`config.mk`:
```
export PLATFORM = sky130hd
export DESIGN_NAME = cross_arbiter_flat
export DESIGN_NICKNAME = d
export VERILOG_FILES = /design/src/rtl/cross_arbiter_pkg.sv /design/src/rtl/cross_arbiter_if.sv /design/src/rtl/cross_tag_fifo.sv /design/src/rtl/cross_arbiter.sv /design/src/flat_wrapper.sv
export SDC_FILE = /design/constraint.sdc
export NUM_CORES = 1
export LEC_CHECK = 0
export ABC_AREA = 1
export BUFFER_PORTS_ARGS = -buffer_cell sky130_fd_sc_hd__buf_2
export CAP_MARGIN = 25
export CORE_AREA = 5 5 304 306
export CTS_CLUSTER_SIZE = 25
export DETAILED_ROUTE_END_ITERATION = 16
export DIE_AREA = 0 0 309 311
export HOLD_SLACK_MARGIN = 0.02
export PLACE_DENSITY_LB_ADDON = 0.2
export SYNTH_ARGS = -nofsm -noshare
export SYNTH_HDL_FRONTEND = slang
export SYNTH_SLANG_ARGS = --single-unit
```
`constraint.sdc`:
```
create_clock -name clock -period 2.6 [get_ports clock]
set_input_delay 0.13 -clock clock [delete_from_list [all_inputs] [get_ports clock]]
set_output_delay 0.13 -clock clock [all_outputs]
set_load 0.005 [all_outputs]
```
`src/rtl/cross_arbiter_pkg.sv`:
```
// Shared types for the cross-product arbiter: operand vector, FSM states, tag width.
package cross_arbiter_pkg;

  typedef logic signed [2:0][31:0] vec3_t;

  typedef enum logic {I_ARB, I_PUSH} istate_t;
  typedef enum logic {R_IDLE, R_WRITE} rstate_t;

  // Tag wide enough to name any requester; never narrower than one bit.
  function automatic int TAG_W(input int num_req);
    return (num_req <= 2) ? 1 : $clog2(num_req);
  endfunction

endpackage

```
`src/rtl/cross_arbiter_if.sv`:
```
// Requester, shared-unit and response FIFO handshakes seen by the arbiter.
interface cross_arbiter_if #(parameter int NUM_REQ = 2);

  logic [NUM_REQ-1:0]          req_empty;
  logic [NUM_REQ-1:0]          req_rd_en;
  cross_arbiter_pkg::vec3_t    req_x [NUM_REQ];
  cross_arbiter_pkg::vec3_t    req_y [NUM_REQ];
  logic                        cu_full;
  logic                        cu_wr_en;
  cross_arbiter_pkg::vec3_t    cu_x;
  cross_arbiter_pkg::vec3_t    cu_y;
  logic                        cu_empty;
  logic                        cu_rd_en;
  cross_arbiter_pkg::vec3_t    cu_dout;
  logic [NUM_REQ-1:0]          rsp_full;
  logic [NUM_REQ-1:0]          rsp_wr_en;
  cross_arbiter_pkg::vec3_t    rsp_dout;

  modport master (
    input  req_empty, req_x, req_y, cu_full, cu_empty, cu_dout, rsp_full,
    output req_rd_en, cu_wr_en, cu_x, cu_y, cu_rd_en, rsp_wr_en, rsp_dout
  );

  modport slave (
    output req_empty, req_x, req_y, cu_full, cu_empty, cu_dout, rsp_full,
    input  req_rd_en, cu_wr_en, cu_x, cu_y, cu_rd_en, rsp_wr_en, rsp_dout
  );

endinterface

```
`src/rtl/cross_tag_fifo.sv`:
```
// Synchronous tag FIFO with wrapping pointers; dout shows the head entry (fall-through).
module cross_tag_fifo #(
  parameter int DEPTH = 8,
  parameter int W     = 1
) (
  input  logic                     clock,
  input  logic                     reset,
  input  logic                     push,
  input  logic                     pop,
  input  logic [W-1:0]             din,
  output logic [W-1:0]             dout,
  output logic                     full,
  output logic                     empty,
  output logic [$clog2(DEPTH):0]   count
);

  localparam int AW = $clog2(DEPTH);

  logic [W-1:0]  mem [DEPTH];
  logic [AW-1:0] wptr;
  logic [AW-1:0] rptr;
  logic          do_push;
  logic          do_pop;

  assign full    = (count == (AW+1)'(DEPTH));
  assign empty   = (count == '0);
  assign do_push = push && !full;
  assign do_pop  = pop && !empty;
  assign dout    = mem[rptr];

  always_ff @(posedge clock) begin
    if (reset) begin
      wptr  <= '0;
      rptr  <= '0;
      count <= '0;
    end else begin
      if (do_push) wptr <= wptr + AW'(1);
      if (do_pop)  rptr <= rptr + AW'(1);
      case ({do_push, do_pop})
        2'b10:   count <= count + (AW+1)'(1);
        2'b01:   count <= count - (AW+1)'(1);
        default: count <= count;
      endcase
    end
  end

  always_ff @(posedge clock) begin
    if (do_push) mem[wptr] <= din;
  end

endmodule

```
`src/rtl/cross_arbiter.sv`:
```
// Round-robin sharing of one Cross unit; results return to their requester in issue order.
// Optional per-requester issue counters under CROSS_ARBITER_STATS_EN.
module cross_arbiter
  import cross_arbiter_pkg::*;
#(
  parameter int NUM_REQ   = 2,
  parameter int TAG_DEPTH = 8
) (
  input  logic                         clock,
  input  logic                         reset,
  cross_arbiter_if.master              bus,
  output logic [$clog2(TAG_DEPTH):0]   tag_count,
  output logic                         tag_err
`ifdef CROSS_ARBITER_STATS_EN
  ,
  output logic [15:0]                  issue_cnt [NUM_REQ]
`endif
);

  localparam int TW = TAG_W(NUM_REQ);
  localparam logic [TW-1:0] LAST = TW'(NUM_REQ - 1);

  istate_t       istate;
  rstate_t       rstate;
  logic [TW-1:0] rr_ptr;
  logic [TW-1:0] gnt;
  logic [TW-1:0] gnt_q;
  logic [TW-1:0] cand;
  logic [TW-1:0] r_tag;
  logic [TW-1:0] tag_dout;
  logic          gnt_vld;
  logic          tag_full;
  logic          tag_empty;
  logic          issue_go;
  logic          ret_go;

  // Scan downward so the lowest offset from rr_ptr wins.
  always_comb begin
    gnt     = '0;
    gnt_vld = 1'b0;
    cand    = '0;
    for (int k = NUM_REQ - 1; k >= 0; k--) begin
      cand = TW'((int'(rr_ptr) + k) % NUM_REQ);
      if (!bus.req_empty[cand]) begin
        gnt     = cand;
        gnt_vld = 1'b1;
      end
    end
  end

  always_comb begin
    issue_go      = !reset && (istate == I_ARB) && gnt_vld && !tag_full;
    ret_go        = !reset && (rstate == R_IDLE) && !bus.cu_empty && !tag_empty;
    bus.req_rd_en = '0;
    if (issue_go) bus.req_rd_en[gnt] = 1'b1;
    bus.cu_wr_en  = !reset && (istate == I_PUSH) && !bus.cu_full;
    bus.cu_rd_en  = ret_go;
    bus.rsp_wr_en = '0;
    if (!reset && (rstate == R_WRITE) && !bus.rsp_full[r_tag]) bus.rsp_wr_en[r_tag] = 1'b1;
  end

  cross_tag_fifo #(.DEPTH(TAG_DEPTH), .W(TW)) u_tags (
    .clock (clock),
    .reset (reset),
    .push  (issue_go),
    .pop   (ret_go),
    .din   (gnt),
    .dout  (tag_dout),
    .full  (tag_full),
    .empty (tag_empty),
    .count (tag_count)
  );

  always_ff @(posedge clock) begin
    if (reset) begin
      istate     <= I_ARB;
      rr_ptr     <= '0;
      gnt_q      <= '0;
      bus.cu_x   <= '0;
      bus.cu_y   <= '0;
    end else begin
      case (istate)
        I_ARB: if (issue_go) begin
          bus.cu_x <= bus.req_x[gnt];
          bus.cu_y <= bus.req_y[gnt];
          gnt_q    <= gnt;
          istate   <= I_PUSH;
        end
        I_PUSH: if (!bus.cu_full) begin
          rr_ptr <= (gnt_q == LAST) ? '0 : gnt_q + TW'(1);
          istate <= I_ARB;
        end
        default: istate <= I_ARB;
      endcase
    end
  end

  // An orphan result is flagged but left in the unit; the error stays until reset.
  always_ff @(posedge clock) begin
    if (reset) begin
      rstate       <= R_IDLE;
      r_tag        <= '0;
      bus.rsp_dout <= '0;
      tag_err      <= 1'b0;
    end else begin
      case (rstate)
        R_IDLE: begin
          if (ret_go) begin
            bus.rsp_dout <= bus.cu_dout;
            r_tag        <= tag_dout;
            rstate       <= R_WRITE;
          end else if (!bus.cu_empty && tag_empty) begin
            tag_err <= 1'b1;
          end
        end
        R_WRITE: if (!bus.rsp_full[r_tag]) rstate <= R_IDLE;
        default: rstate <= R_IDLE;
      endcase
    end
  end

`ifdef CROSS_ARBITER_STATS_EN
  always_ff @(posedge clock) begin
    if (reset) begin
      for (int i = 0; i < NUM_REQ; i++) issue_cnt[i] <= '0;
    end else if (bus.cu_wr_en) begin
      issue_cnt[gnt_q] <= issue_cnt[gnt_q] + 16'd1;
    end
  end
`endif

endmodule
```
`src/flat_wrapper.sv`:
```
// flat-port wrapper written by rule: the top's interface ports become plain ports
module cross_arbiter_flat import cross_arbiter_pkg::*;
#(
  parameter int NUM_REQ   = 2,
  parameter int TAG_DEPTH = 8
)
  (clock, reset, tag_count, tag_err, bus_req_empty, bus_req_x, bus_req_y, bus_cu_full, bus_cu_empty, bus_cu_dout, bus_rsp_full, bus_req_rd_en, bus_cu_wr_en, bus_cu_x, bus_cu_y, bus_cu_rd_en, bus_rsp_wr_en, bus_rsp_dout);
  cross_arbiter_if #(.NUM_REQ(NUM_REQ)) bus_i ();
  input  logic clock;
  input  logic reset;
  output logic [$clog2(TAG_DEPTH):0] tag_count;
  output logic tag_err;
  input wire logic [$bits(bus_i.req_empty)-1:0] bus_req_empty;
  input wire logic [$bits(bus_i.req_x)-1:0] bus_req_x;
  input wire logic [$bits(bus_i.req_y)-1:0] bus_req_y;
  input wire logic [$bits(bus_i.cu_full)-1:0] bus_cu_full;
  input wire logic [$bits(bus_i.cu_empty)-1:0] bus_cu_empty;
  input wire logic [$bits(bus_i.cu_dout)-1:0] bus_cu_dout;
  input wire logic [$bits(bus_i.rsp_full)-1:0] bus_rsp_full;
  output wire logic [$bits(bus_i.req_rd_en)-1:0] bus_req_rd_en;
  output wire logic [$bits(bus_i.cu_wr_en)-1:0] bus_cu_wr_en;
  output wire logic [$bits(bus_i.cu_x)-1:0] bus_cu_x;
  output wire logic [$bits(bus_i.cu_y)-1:0] bus_cu_y;
  output wire logic [$bits(bus_i.cu_rd_en)-1:0] bus_cu_rd_en;
  output wire logic [$bits(bus_i.rsp_wr_en)-1:0] bus_rsp_wr_en;
  output wire logic [$bits(bus_i.rsp_dout)-1:0] bus_rsp_dout;
  assign bus_i.req_empty = bus_req_empty;
  assign bus_i.req_x = {>>{bus_req_x}};
  assign bus_i.req_y = {>>{bus_req_y}};
  assign bus_i.cu_full = bus_cu_full;
  assign bus_i.cu_empty = bus_cu_empty;
  assign bus_i.cu_dout = bus_cu_dout;
  assign bus_i.rsp_full = bus_rsp_full;
  assign bus_req_rd_en = bus_i.req_rd_en;
  assign bus_cu_wr_en = bus_i.cu_wr_en;
  assign bus_cu_x = bus_i.cu_x;
  assign bus_cu_y = bus_i.cu_y;
  assign bus_cu_rd_en = bus_i.cu_rd_en;
  assign bus_rsp_wr_en = bus_i.rsp_wr_en;
  assign bus_rsp_dout = bus_i.rsp_dout;
  cross_arbiter #(.NUM_REQ(NUM_REQ), .TAG_DEPTH(TAG_DEPTH)) u_core (.clock(clock), .reset(reset), .bus(bus_i), .tag_count(tag_count), .tag_err(tag_err));
endmodule
```
**After elaboration in Yosys (flattened, before gate mapping)**

Memories as Yosys holds them, arrays and structs flattened. A register that Yosys moved wholly into a read port is not among the register bits.
Index checks and enable logic that the tools add are counted.

- Flip-flop bits (word level): 303
- Bits in writable memories: 8
- Output and inout port bits: 299
- Memories kept: 1

- Add/sub/neg operators: 6
- Magnitude comparators: 7
- Equal/unequal tests: 3
- Mux-type cells: 32
- Bitwise gates (word level): 5
- Reduce and logical (&&, ||, !) cells: 27

Memory list:

| name | words | bits a word | read ports | clocked after memory_dff | wr ports | RTL line | text |
|---|---|---|---|---|---|---|---|
| u_core.u_tags.mem | 8 | 1 | 1 | 1 | 1 | cross_tag_fifo.sv:19 | `logic [W-1:0] mem [DEPTH];` |

Operators with widths:

| cell | count |
|---|---|
| $mux 96 | 6 |
| $mux 1 | 19 |
| $logic_and 1x1->1 | 15 |
| $lt 1x2->1 const B | 4 |
| $pmux 4 s2 | 1 |
| $add 3x1->3 const B | 2 |
| $logic_not 1->1 | 6 |
| $reduce_and 2->1 | 3 |
| $add 4x1->4 const B | 1 |
| $eq 4x4->1 const B | 1 |
| $logic_not 4->1 | 1 |
| $mux 2 | 2 |
| $not 1->1 | 4 |
| $pmux 1 s2 | 2 |
| $sub 4x1->4 const B | 1 |
| $reduce_and 3->1 | 1 |
| $add 1x1->1 const B | 2 |
| $demux 1 s1 | 2 |
| $eq 2x1->1 const B | 1 |
| $eq 2x2->1 const B | 1 |
| $ge 1x1->1 const B | 2 |
| $ge 2x2->1 const B | 1 |
| $not 1->2 | 1 |
| $reduce_bool 2->1 | 1 |

**Logic depth before layout (Yosys ltp)**

Gate-level depths: netlist of the first run.

- Depth after elaboration: 10
- Gate-level depth with buffers: 15
- Gate-level depth less buffers: 13

**By module**

A second synthesis of the first run with hierarchy kept.

- Cells, all modules: 2,055
- Area, all modules: 13,867.0 sq um

Modules (own cells, without submodules):

| module | times used | cells an instance | area an instance (sq um) | seq. area each (sq um) |
|---|---|---|---|---|
| cross_arbiter | 1 | 1,935 | 12,856.1 | 5,885.6 |
| cross_tag_fifo | 1 | 120 | 1,011.0 | 500.5 |

**Least setup slack after synthesis of the first run**

OpenSTA, ideal clock, no wires.

- Path type: register to register
- Start point: register u_core.u_tags.count[3]
- End point: register u_core.u_tags.count[3]
- Setup time: 0.070 ns
- Arrival time: 2.081 ns
- Data required time: 2.530 ns
- Setup slack: 0.448 ns
- Cell stages (with the launch flop): 14
- Buffers on the path: 1
- Period minus slack after synthesis: 2.152 ns
- Cells stage by stage: dfxtp_1 inv_1 nand3_1 nand2_1 nor2_4 buf_2 ha_1 ha_1 or2_2 nand2_1 nand2_1 nand2_1 nand2_1 a21oi_1

- Cells in the longest elaborated chain, start to end: 6
- Elaborated cells between the ends (all ways): 14
- Classes of those cells: add/sub (2); eq/ne (3); mux (1); reduce/logical (8)

RTL lines:

| what | RTL line | text |
|---|---|---|
| from (decl) | cross_tag_fifo.sv:14 | `output logic [$clog2(DEPTH):0] count` |
| from (signal assigned) | cross_tag_fifo.sv:40 | `2'b10: count <= count + (AW+1)'(1);` |
| from (signal assigned) | cross_tag_fifo.sv:41 | `2'b01: count <= count - (AW+1)'(1);` |
| from (signal assigned) | cross_tag_fifo.sv:42 | `default: count <= count;` |
| $logic_not 4->1 (*) | cross_tag_fifo.sv:26 | `assign empty = (count == '0);` |
| $logic_not 1->1 (*) | cross_arbiter.sv:53 | `ret_go = !reset && (rstate == R_IDLE) && !bus.cu_empty && !tag_empty;` |
| $logic_and 1x1->1 (*) | cross_arbiter.sv:53 |  |
| via bus_cu_rd_en | flat_wrapper.sv:24 | `output wire logic [$bits(bus_i.cu_rd_en)-1:0] bus_cu_rd_en;` |
| $logic_and 1x1->1 (*) | cross_tag_fifo.sv:28 | `assign do_pop = pop && !empty;` |
| $eq 2x1->1 or $eq 2x2->1 (tied branches) | cross_tag_fifo.sv:39 | `case ({do_push, do_pop})` |
| $pmux 4 s2 or $reduce_bool 2->1 (tied branches) | -- |  |

Mark *: on every way through the listed nets, which the timed path passes. The rest lies on a longest branch.
A chain may end at the register's enable or synchronous reset.

**Final worst setup path of the first run**

- Start point: register u_core.rr_ptr
- End point: register u_core.bus.cu_x[65]

- Cells in the longest elaborated chain, start to end: 9
- Elaborated cells between the ends (all ways): 16
- Classes of those cells: add/sub (1); mux (11); bitwise (1); reduce/logical (3)

RTL lines:

| what | RTL line | text |
|---|---|---|
| from (decl) | cross_arbiter.sv:25 | `logic [TW-1:0] rr_ptr;` |
| from (signal assigned) | cross_arbiter.sv:90 | `rr_ptr <= (gnt_q == LAST) ? '0 : gnt_q + TW'(1);` |
| $add 1x1->1 | cross_arbiter.sv:43 | `cand = TW'((int'(rr_ptr) + k) % NUM_REQ);` |
| $mux 1 (not written as such) (2 in series) | cross_arbiter.sv:44 | `if (!bus.req_empty[cand]) begin` |
| $mux 1 (2 in series) | cross_arbiter.sv:44 |  |
| $not 1->2 (not written as such) | cross_arbiter.sv:84 | `bus.cu_x <= bus.req_x[gnt];` |
| $mux 96 (not written as such) (3 in series) | cross_arbiter.sv:84 |  |
| to (signal assigned) | cross_arbiter.sv:84 |  |
| to (decl) | cross_arbiter_if.sv:21 | `output req_rd_en, cu_wr_en, cu_x, cu_y, cu_rd_en, rsp_wr_en, rsp_dout` |

Several ways; a longest one is shown, not always the timed one. The select of a mux whose other input is x is not followed.

==> results.md, run 1 <==
* DP Area at 18500 um2
* Antenna viol nets, final at 0
* Yosys warnings at 0
* Clock sink count at 312
* DRT iter0 DRCs at 852
* Most frequent cell after synthesis: nand2_1
* Critical Path Fanout Max at 110
* Row count at 110
* Core area at 89300 um2
* Post-route cell area at 24600 um2
* Synth Area in Compound Gates at 11.6%
* Worst Setup End Kind: flop
* Worst-path clk slew at 60 ps
* # fillers at 9943
* Final Worst Setup Slack at 218 ps
* Post-synthesis mux area share at 0%
* Largest net degree at the start of global routing at 111
* Vias per cell at 3.82
* CP Data Arrival Time at 2860 ps
* Slowest cell on crit path: dlygate4sd3_1
* Worst slack at placement at 427 ps
* Status: finished, final reports clean
* LEAKAGE at 12.0 nW
* # IOs at 787
* Slew headroom at 34.5%
* Post-Syn Area at 13400 um2
* Final WL at 66.9 mm
* Initial Utilization at 15.0%
* Area fraction of the dominant cell type after synthesis at 45.3%
* Worst reg2reg path depth at 7
* Ranking of synthesized cells by instance count: nand2_1, dfxtp_1, nor2_1, a21oi_1, o21ai_0
* Synth Flop Type: dfxtp_1
* Yosys cell types at 27
* Worst Hold Path Cells at 5
* Post-CTS Setup Bufs at 0
* DR vias at 16900
* Post-synthesis xor/xnor area fraction at 0.130%
* Vias in the first global route at 17400
* IR drop worst, VDD at 0.363 mV
* Max-Cap Viols at 0
* Fin. Hold Viols at 0
* CP Cell Sequence: o21bai_4, buf_12, nand2_1, nand2_1, dlygate4sd3_1, nand2_1, a21oi_1
* Worst path most repeated cell: nand2_1
* Hold Path Class: input pin to flop
* Die Ht at 311 um
* CTS tree: done
* HPWL Detailed at 47.7 mm
* Worst skew pair latency at 550 ps
* Syn nets at 2523
* Clk root buf: clkbuf_16
* Area of the die at 96100 um2
* Max Slew Vio Count at 0
* FMAX at 420 MHz
* Synth top area cells: dfxtp_1, nand2_1, a21oi_1
* Worst Max-Slew Pin Slew at 983 ps
* Num CTS Buffers at 42
* Final Setup Violations at 0
* Placer Congestion at 0.785
* Global Route Usage Sum at 13.1%
* Crit share post-route at 91.6%
* CTS Buffer Depth at 3
* Type of origin of the critical path: flop
* Design Power at 14.6 mW
* DRC viols at 0
* RSZ-0062 raised after global routing: false
* Worst Skew at 14.3 ps
* Synth area leader: dfxtp_1
* Cells after Synth at 2029
* Setup_tns at 0 ps
* H-tree depth at 2
* First-pass GRT wire length at 101 mm
* Pre-antenna DRT Iters at 5
* Register area share after synthesis at 47.1%
* Initial antenna violation count at 12
* Grt ovf at 0
* Max incr delay on CP at 550 ps
* Synth Area in Adders at 0.614%
* Largest family of logic cells by synthesized area: simple AND/OR/NAND/NOR gates
* Share of cells above drive strength 1 at 27.0%
* Worst EP required at 3080 ps
* Die Wd at 309 um
* Ys async rst share at 0%
* EDFF count, synth at 8
* Nets at 3711
* Seq cells post-synth at 312
* Crit Path Category: flop to flop
* Average wire per standard cell at 15.1 um
* Final min period at 2380 ps
* Layout overhead on the synthesized area at 83.0%
* Synth Area in Simple Gates at 34.5%
* I/O Buffers at 786
* PD cells at 593 nW/um2
* Avg Inst Size Synth at 6.62 um2
## critical path, delay by kind of cell, from the launching register on
| family | cells | cell delay (ps) |
|---|---|---|
| compound gates | 2 | 410 |
| flops | 1 | 340 |
| simple gates | 3 | 430 |
| buf+inv | 2 | 880 |
## state kept, by name, summed over array words and instances, names as in the netlist
| register | cells |
|---|---|
| u_core.istate | 1 |
| u_core.tag_err | 1 |
| u_core.bus.cu_x | 96 |
| u_core.rstate | 1 |
| u_core.bus.rsp_dout | 96 |
| u_core.u_tags.wptr | 3 |
| u_core.r_tag | 1 |
| u_core.u_tags.count | 4 |
| u_core.gnt_q | 1 |
| u_core.u_tags.rptr | 3 |
| u_core.rr_ptr | 1 |
| u_core.u_tags.mem | 8 |
| u_core.bus.cu_y | 96 |
## cells in the final DEF (no fill, tap or decap), types with 2 or more instances in the layout
| cell | n |
|---|---|
| nand2_1 | 997 |
| buf_2 | 785 |
| dlygate4sd3_1 | 477 |
| dfxtp_1 | 304 |
| nor2_1 | 212 |
| a21oi_1 | 204 |
| o21ai_0 | 105 |
| clkbuf_16 | 42 |
| inv_1 | 27 |
| clkbuf_1 | 14 |
| nand3_1 | 11 |
| clkbuf_8 | 10 |
| buf_4 | 10 |
| buf_12 | 9 |
| edfxtp_1 | 8 |
| diode_2 | 6 |
| ha_1 | 5 |
| inv_6 | 4 |
| clkinv_2 | 4 |
| nor3_1 | 2 |
| inv_2 | 2 |
| buf_6 | 2 |
## what timing repair did
| item | 4_1_cts | 5_1_grt |
|---|---|---|
| hold buffers | 477 | 0 |
| setup endpoints to repair | 0 | 28 |
| gates resized for setup | 0 | 1 |
| hold endpoints to repair | 292 | 0 |
## cell type report
cell class                 instances  area [um2]  share of cell area (%)
timing repair buffer            1283        8980                    36.5
multi-input combinational       1547        6340                    25.8
sequential                       312        6330                    25.7
tap                             1176        1470                    5.98
clock buffer                      66        1240                    5.05
inverter                          31         126                   0.514
clock inverter                    10        97.6                   0.397
antenna                            6        15.0                  0.0610
## through the flow
stage,util (%),hold slack (ps),cells
CTS,27.5,26.0,4425
floorplan,-,277,2029
finish,27.5,48.5,4431
detailed placement,20.7,405,3872
global route,27.5,48.6,4429
global placement,20.7,398,3872
## report_power, final
group / internal (mW) / switching [mW]
Combinational: 1.68 / 1.78
Sequential: 5.25 / 0.235
Clock: 3.38 / 2.27
## kinds of logic (layout without fill, tap and decap cells)
kind of cell | count (synthesis) | count (layout)
AO/OA/AOI/OAI | 311 | 311
XOR/XNOR | 2 | 2
adder cells (fa/ha/maj) | 6 | 6
buffers and inverters | 170 | 1390
flip-flops | 312 | 312
other | 0 | 6
AND/OR/NAND/NOR | 1228 | 1228
## worst paths after layout
| path | endpoint | startpoint | slack (ps) |
|---|---|---|---|
| worst max register to register | u_core.bus.cu_x[65] | u_core.rr_ptr | 220 |
| worst max-delay path | u_core.bus.cu_x[65] | u_core.rr_ptr | 220 |
| worst min register to register | u_core.rr_ptr | u_core.gnt_q | 430 |
| worst min-delay path | u_core.bus.cu_y[71] | bus_req_y[167] | 50 |
## metal layers
layer | track usage [%] | routed length, um | share of wire, %
met3 | 4.34 | 5940 | 8.9
met4 | 3.65 | 1720 | 2.6
met2 | 23.3 | 32600 | 49
met1 | 14.9 | 26600 | 40
met5 | 0 | 0 | 0
No activity file was read; power rests on OpenSTA's default activity.
==> inputs of run 2 (changes only) <==
--- a/config.mk
+++ b/config.mk
@@ -8,10 +8,10 @@
 export ABC_AREA = 1
 export BUFFER_PORTS_ARGS = -buffer_cell sky130_fd_sc_hd__buf_2
 export CAP_MARGIN = 25
-export CORE_AREA = 5 5 304 306
+export CORE_AREA = 5 5 303 305
 export CTS_CLUSTER_SIZE = 25
 export DETAILED_ROUTE_END_ITERATION = 16
-export DIE_AREA = 0 0 309 311
+export DIE_AREA = 0 0 308 310
 export HOLD_SLACK_MARGIN = 0.02
 export PLACE_DENSITY_LB_ADDON = 0.2
 export SYNTH_ARGS = -nofsm -noshare
==> results.md, run 2 (synthesized netlist as in run 1, its figures left out) <==
* Area of the die at 95500 um2
* Nets at 3728
* Worst-path clk slew at 60 ps
* Largest net degree at the start of global routing at 118
* WL met1 at 26.1 mm
* Final Worst Setup Slack at 317 ps
* Worst Max-Slew Pin Slew at 995 ps
* Met3 wire len at 5.33 mm
* Flop2flop setup slack at 320 ps
* Vias in the first global route at 17200
* Fin. Hold Viols at 0
* DRC viols at 0
* Die Ht at 310 um
* Slew headroom at 33.6%
* Pre-antenna DRT Iters at 5
* Worst Hold Path Cells at 5
* Row count at 110
* Worst skew pair latency at 550 ps
* Average wire per standard cell at 14.6 um
* Layout overhead on the synthesized area at 84.2%
* Post-CTS Hold Buffers at 482
* Final std cells w/o fill at 4444
* Hold path start: bus_req_y[72]
* Most common cell after layout, fill and taps aside: nand2_1
* RSZ-0062 raised after global routing: false
* LEAKAGE at 12.1 nW
* Post-layout util at 27.8%
* Initial antenna violation count at 6
* Design Power at 14.6 mW
* FMAX at 438 MHz
* Post-CTS Setup Bufs at 0
* First-pass GRT wire length at 96.7 mm
* Type of origin of the critical path: flop
* DR vias at 17100
* CP Data Arrival Time at 2760 ps
* Worst Setup End Kind: flop
* Max Slew Vio Count at 0
* DR top layer: met4
* Core area at 89000 um2
* IR drop worst, VDD at 0.464 mV
* DP Area at 18600 um2
* Biggest regs: u_core.bus.cu_x (96), u_core.bus.cu_y (96), u_core.bus.rsp_dout (96)
* Worst EP required at 3080 ps
* I/O Buffers at 786
* # IOs at 787
* Hold Slack at 35.4 ps
* CTS resizes at 0
* Final min period at 2280 ps
* Global Route Usage Sum at 12.6%
* CTS Buffer Depth at 3
* DRT iter0 DRCs at 774
* CTS tree: done
* Reg area at 6330 um2
* R2r startpoint: u_core.rr_ptr
* Reg-to-reg endpoint: u_core.bus.cu_y[10]
* Placer Congestion at 0.797
* Clock sink count at 312
* Vias per cell at 3.84
* Setup_tns at 0 ps
* Hold endpoint: u_core.bus.cu_y[72]
* Worst slack at placement at 395 ps
* H-tree depth at 2
* Worst Skew at 14.3 ps
* Status: finished, final reports clean
* Final WL at 65.1 mm
* Max-Cap Viols at 0
* Crit Path Category: flop to flop
* Critical Path Fanout Max at 53
* Multi-input logic area at 6330 um2
* HPWL Detailed at 47.0 mm
* Commonest cells after routing, fill and taps aside: nand2_1, buf_2, dlygate4sd3_1
* PD cells at 591 nW/um2
* Crit share post-route at 87.8%
* # fillers at 9869
* Share of cells above drive strength 1 at 27.4%
* Antenna viol nets, final at 0
* Final Setup Violations at 0
* Worst Setup SP: u_core.rr_ptr
* Num CTS Buffers at 41
* Worst reg2reg path depth at 8
* Clk root buf: clkbuf_16
* Initial Utilization at 15.1%
* WL met2 at 31.6 mm
* Grt ovf at 0
* Die Wd at 308 um
* Hold Path Class: input pin to flop
* Post-route cell area at 24800 um2
* Cell Count Post-Placement at 3885
## run 2: changes by cell type in the layout (fill, tap and decap cells not counted), sizes merged
cell         before  now
clkinv            5   10
clkbuf           66   59
buf             806  819
diode             6    3
dlygate4sd3     477  482
## run 2: metal layers
layer  vias up  GRT usage [%]
met5         -              0
met4         0           3.91
met3       108           3.82
met2       576           22.3
met1      7653           14.7
li1       8744              -
## run 2: layout make-up
type | instances | area share (%)
clock inverter | 15 | 0.531
clock buffer | 59 | 4.90
antenna | 3 | 0.0303
tap | 1176 | 5.94
multi-input combinational | 1547 | 25.6
inverter | 31 | 0.510
sequential | 312 | 25.6
timing repair buffer | 1301 | 37.0
## run 2: worst max-delay path, stage by stage (launching register included)
cell and delay (ps):
dfxtp_1 360, o21bai_4 110, inv_6 410, buf_4 330, nand2_1 90, nand2_1 80, dlygate4sd3_1 570, nand2_1 70
a21oi_1 120
## run 2: where the power goes
| group | internal (mW) | switching (mW) | total [mW] |
|---|---|---|---|
| Sequential | 5.25 | 0.225 | 5.47 |
| Clock | 3.35 | 2.29 | 5.64 |
| Combinational | 1.71 | 1.79 | 3.51 |
## run 2: worst max path at each step
stage	endpoint	slack, ps
after global placement	u_core.bus.rsp_dout[35]	450
after CTS	u_core.bus.cu_y[10]	280
final	u_core.bus.cu_y[10]	320
after global routing	u_core.bus.rsp_dout[25]	120
after floorplan	u_core.u_tags.count[3]	450
after detailed placement	u_core.bus.rsp_dout[39]	400
==> inputs of run 3 (changes only) <==
--- a/config.mk
+++ b/config.mk
@@ -8,10 +8,10 @@
 export ABC_AREA = 1
 export BUFFER_PORTS_ARGS = -buffer_cell sky130_fd_sc_hd__buf_2
 export CAP_MARGIN = 25
-export CORE_AREA = 5 5 303 305
+export CORE_AREA = 10 10 299 301
 export CTS_CLUSTER_SIZE = 25
 export DETAILED_ROUTE_END_ITERATION = 16
-export DIE_AREA = 0 0 308 310
+export DIE_AREA = 0 0 309 311
 export HOLD_SLACK_MARGIN = 0.02
 export PLACE_DENSITY_LB_ADDON = 0.2
 export SYNTH_ARGS = -nofsm -noshare
==> constraint.sdc (replaced) <==
create_clock -name clock -period 2.3 [get_ports clock]
set_input_delay 0.115 -clock clock [delete_from_list [all_inputs] [get_ports clock]]
set_output_delay 0.115 -clock clock [all_outputs]
set_load 0.005 [all_outputs]
==> results.md, run 3 (synthesized netlist as in run 1, its figures left out) <==
* Final WL at 72.1 mm
* RSZ-0062 raised after global routing: true
* H-tree depth at 2
* CP Cell Sequence: o21bai_4, buf_12, inv_6, buf_16, nand2_1, nand2_1, dlygate4sd3_1, nand2_1, a21oi_1
* Status: finished, final reports clean
* Clock sink count at 312
* DR vias at 17100
* Crit Path Category: flop to flop
* Most common cell after layout, fill and taps aside: nand2_1
* Num CTS Buffers at 40
* Grt ovf at 0
* DRC viols at 0
* Share of cells above drive strength 1 at 27.5%
* Average wire per standard cell at 16.6 um
* Worst path most repeated cell: nand2_1
* Layout overhead on the synthesized area at 83.3%
* Post-route cell area at 24600 um2
* Crit path max-delay family: buffers and inverters
* Max-Cap Viols at 0
* I/O Buffers at 786
* Worst Setup End Kind: flop
* Die Wd at 309 um
* Type of origin of the critical path: flop
* Worst EP required at 2770 ps
* Max incr delay on CP at 590 ps
* R2r startpoint: u_core.rr_ptr
* Vias per cell at 3.94
* Initial Utilization at 16.1%
* Max Slew Vio Count at 0
* Hold Path Class: input pin to flop
* Reg-to-reg endpoint: u_core.bus.cu_y[88]
* WL met1 at 29.1 mm
* Core area at 83300 um2
* Nets at 3730
* Flop2flop setup slack at 70 ps
* Slew headroom at 53.6%
* Antenna viol nets, final at 0
* DR top layer: met5
* Vias in the first global route at 17900
* CTS Buffer Depth at 3
* Area of the die at 96100 um2
* DP Area at 18500 um2
* DRT iter0 DRCs at 803
* Setup crit end: u_core.bus.cu_y[88]
* Worst Skew at 10.8 ps
* Fin. Hold Viols at 0
* Crit share post-route at 96.8%
* WL met2 at 35.2 mm
* First-pass GRT wire length at 108 mm
* Row count at 106
* Global Route Usage Sum at 14.3%
* Pre-antenna DRT Iters at 4
* Crit path depth at 9
* CTS tree: done
* Final Setup Violations at 0
* Slowest cell on crit path: dlygate4sd3_1
* HPWL Detailed at 53.6 mm
* Worst reg2reg path depth at 9
* Worst Max-Slew Pin Slew at 697 ps
* Post-layout util at 29.6%
* Die Ht at 311 um
* LEAKAGE at 12.1 nW
* Clk root buf: clkbuf_16
* Biggest regs: u_core.bus.cu_x (96), u_core.bus.cu_y (96), u_core.bus.rsp_dout (96)
* FMAX at 449 MHz
* Critical Path Fanout Max at 117
* # IOs at 787
* Placer Congestion at 0.826
* PD cells at 663 nW/um2
* Worst-path clk slew at 60 ps
* Worst skew pair latency at 550 ps
* CP Data Arrival Time at 2700 ps
* Largest net degree at the start of global routing at 118
* IR drop worst, VDD at 0.290 mV
* Initial antenna violation count at 16
* Met3 wire len at 5.53 mm
* Worst path bufs/invs at 4
* Final min period at 2230 ps
* Commonest cells after routing, fill and taps aside: nand2_1, buf_2, dlygate4sd3_1
* Worst Setup SP: u_core.rr_ptr
run 3: cell count changes in the layout (fill, tap and decap cells not counted), moves of 3 or more:
cell / change
buf_4: +3
clkbuf_1: +3
clkinv_2: -5
dlygate4sd3_1: -8
run 3: how the worst min path moves through the flow:
stage / start / to / slack [ps] / depth (start not counted)
finish: bus_req_y[173] / u_core.bus.cu_y[77] / 50 / 5
global route: bus_req_x[66] / u_core.bus.cu_x[66] / 70 / 5
CTS: bus_req_x[66] / u_core.bus.cu_x[66] / 20 / 5
detailed placement: bus_cu_dout[90] / u_core.bus.rsp_dout[90] / 390 / 3
global placement: bus_cu_dout[79] / u_core.bus.rsp_dout[79] / 390 / 3
floorplan: bus_cu_full / u_core.istate / 260 / 2
run 3: area by class of cell:
| cell class | count | area (um2) |
|---|---|---|
| Tap cell | 1080 | 1350 |
| Sequential cell | 312 | 6330 |
| Fill cell | 9143 | 58700 |
| Antenna cell | 4 | 10.0 |
| Clock inverter | 9 | 65.1 |
| Timing Repair Buffer | 1304 | 9240 |
| Multi-Input combinational cell | 1547 | 6330 |
| Clock buffer | 59 | 1180 |
| Inverter | 31 | 126 |
run 3: through the flow:
| step | power (mW) | TNS (ps) | cells | worst slack [ps] | hold WS (ps) |
|---|---|---|---|---|---|
| after CTS | 16.7 | 0 | 4340 | 16.7 | 21.2 |
| after floorplan | 7.92 | 0 | 2029 | 148 | 262 |
| after global placement | 9.65 | 0 | 3797 | 227 | 392 |
| after detailed placement | 9.63 | 0 | 3797 | 188 | 387 |
| final | 16.3 | 0 | 4346 | 72.6 | 50.3 |
| after global routing | 17.3 | -5.11 | 4345 | -4.45 | 69.5 |
run 3: power by group:
part | internal [mW] | switching [mW]
registers | 5.93 | 0.248
logic | 1.97 | 2.12
clock network | 3.55 | 2.50
run 3: timing repair:
item                                    4_1_cts  5_1_grt
pin swaps                                     0        1
hold endpoints to repair                    290        0
endpoints found under the setup margin        2       79
hold buffers                                475        0
gates resized for setup                       2        8
setup buffers                                 0        2
run 3: worst reg2reg max path, cell delays in order, from the launching register on:
cell and delay (ps):
dfxtp_1 370, o21bai_4 70, buf_12 150, inv_6 80, buf_16 300, nand2_1 290
nand2_1 130, dlygate4sd3_1 590, nand2_1 60, a21oi_1 120
run 3: per-layer routing:
metal / vias to the layer above / GRT usage, %
met2: 557 / 25.3
met4: 6 / 4.70
met5: - / 0
li1: 8743 / -
met1: 7712 / 16.1
met3: 107 / 4.21
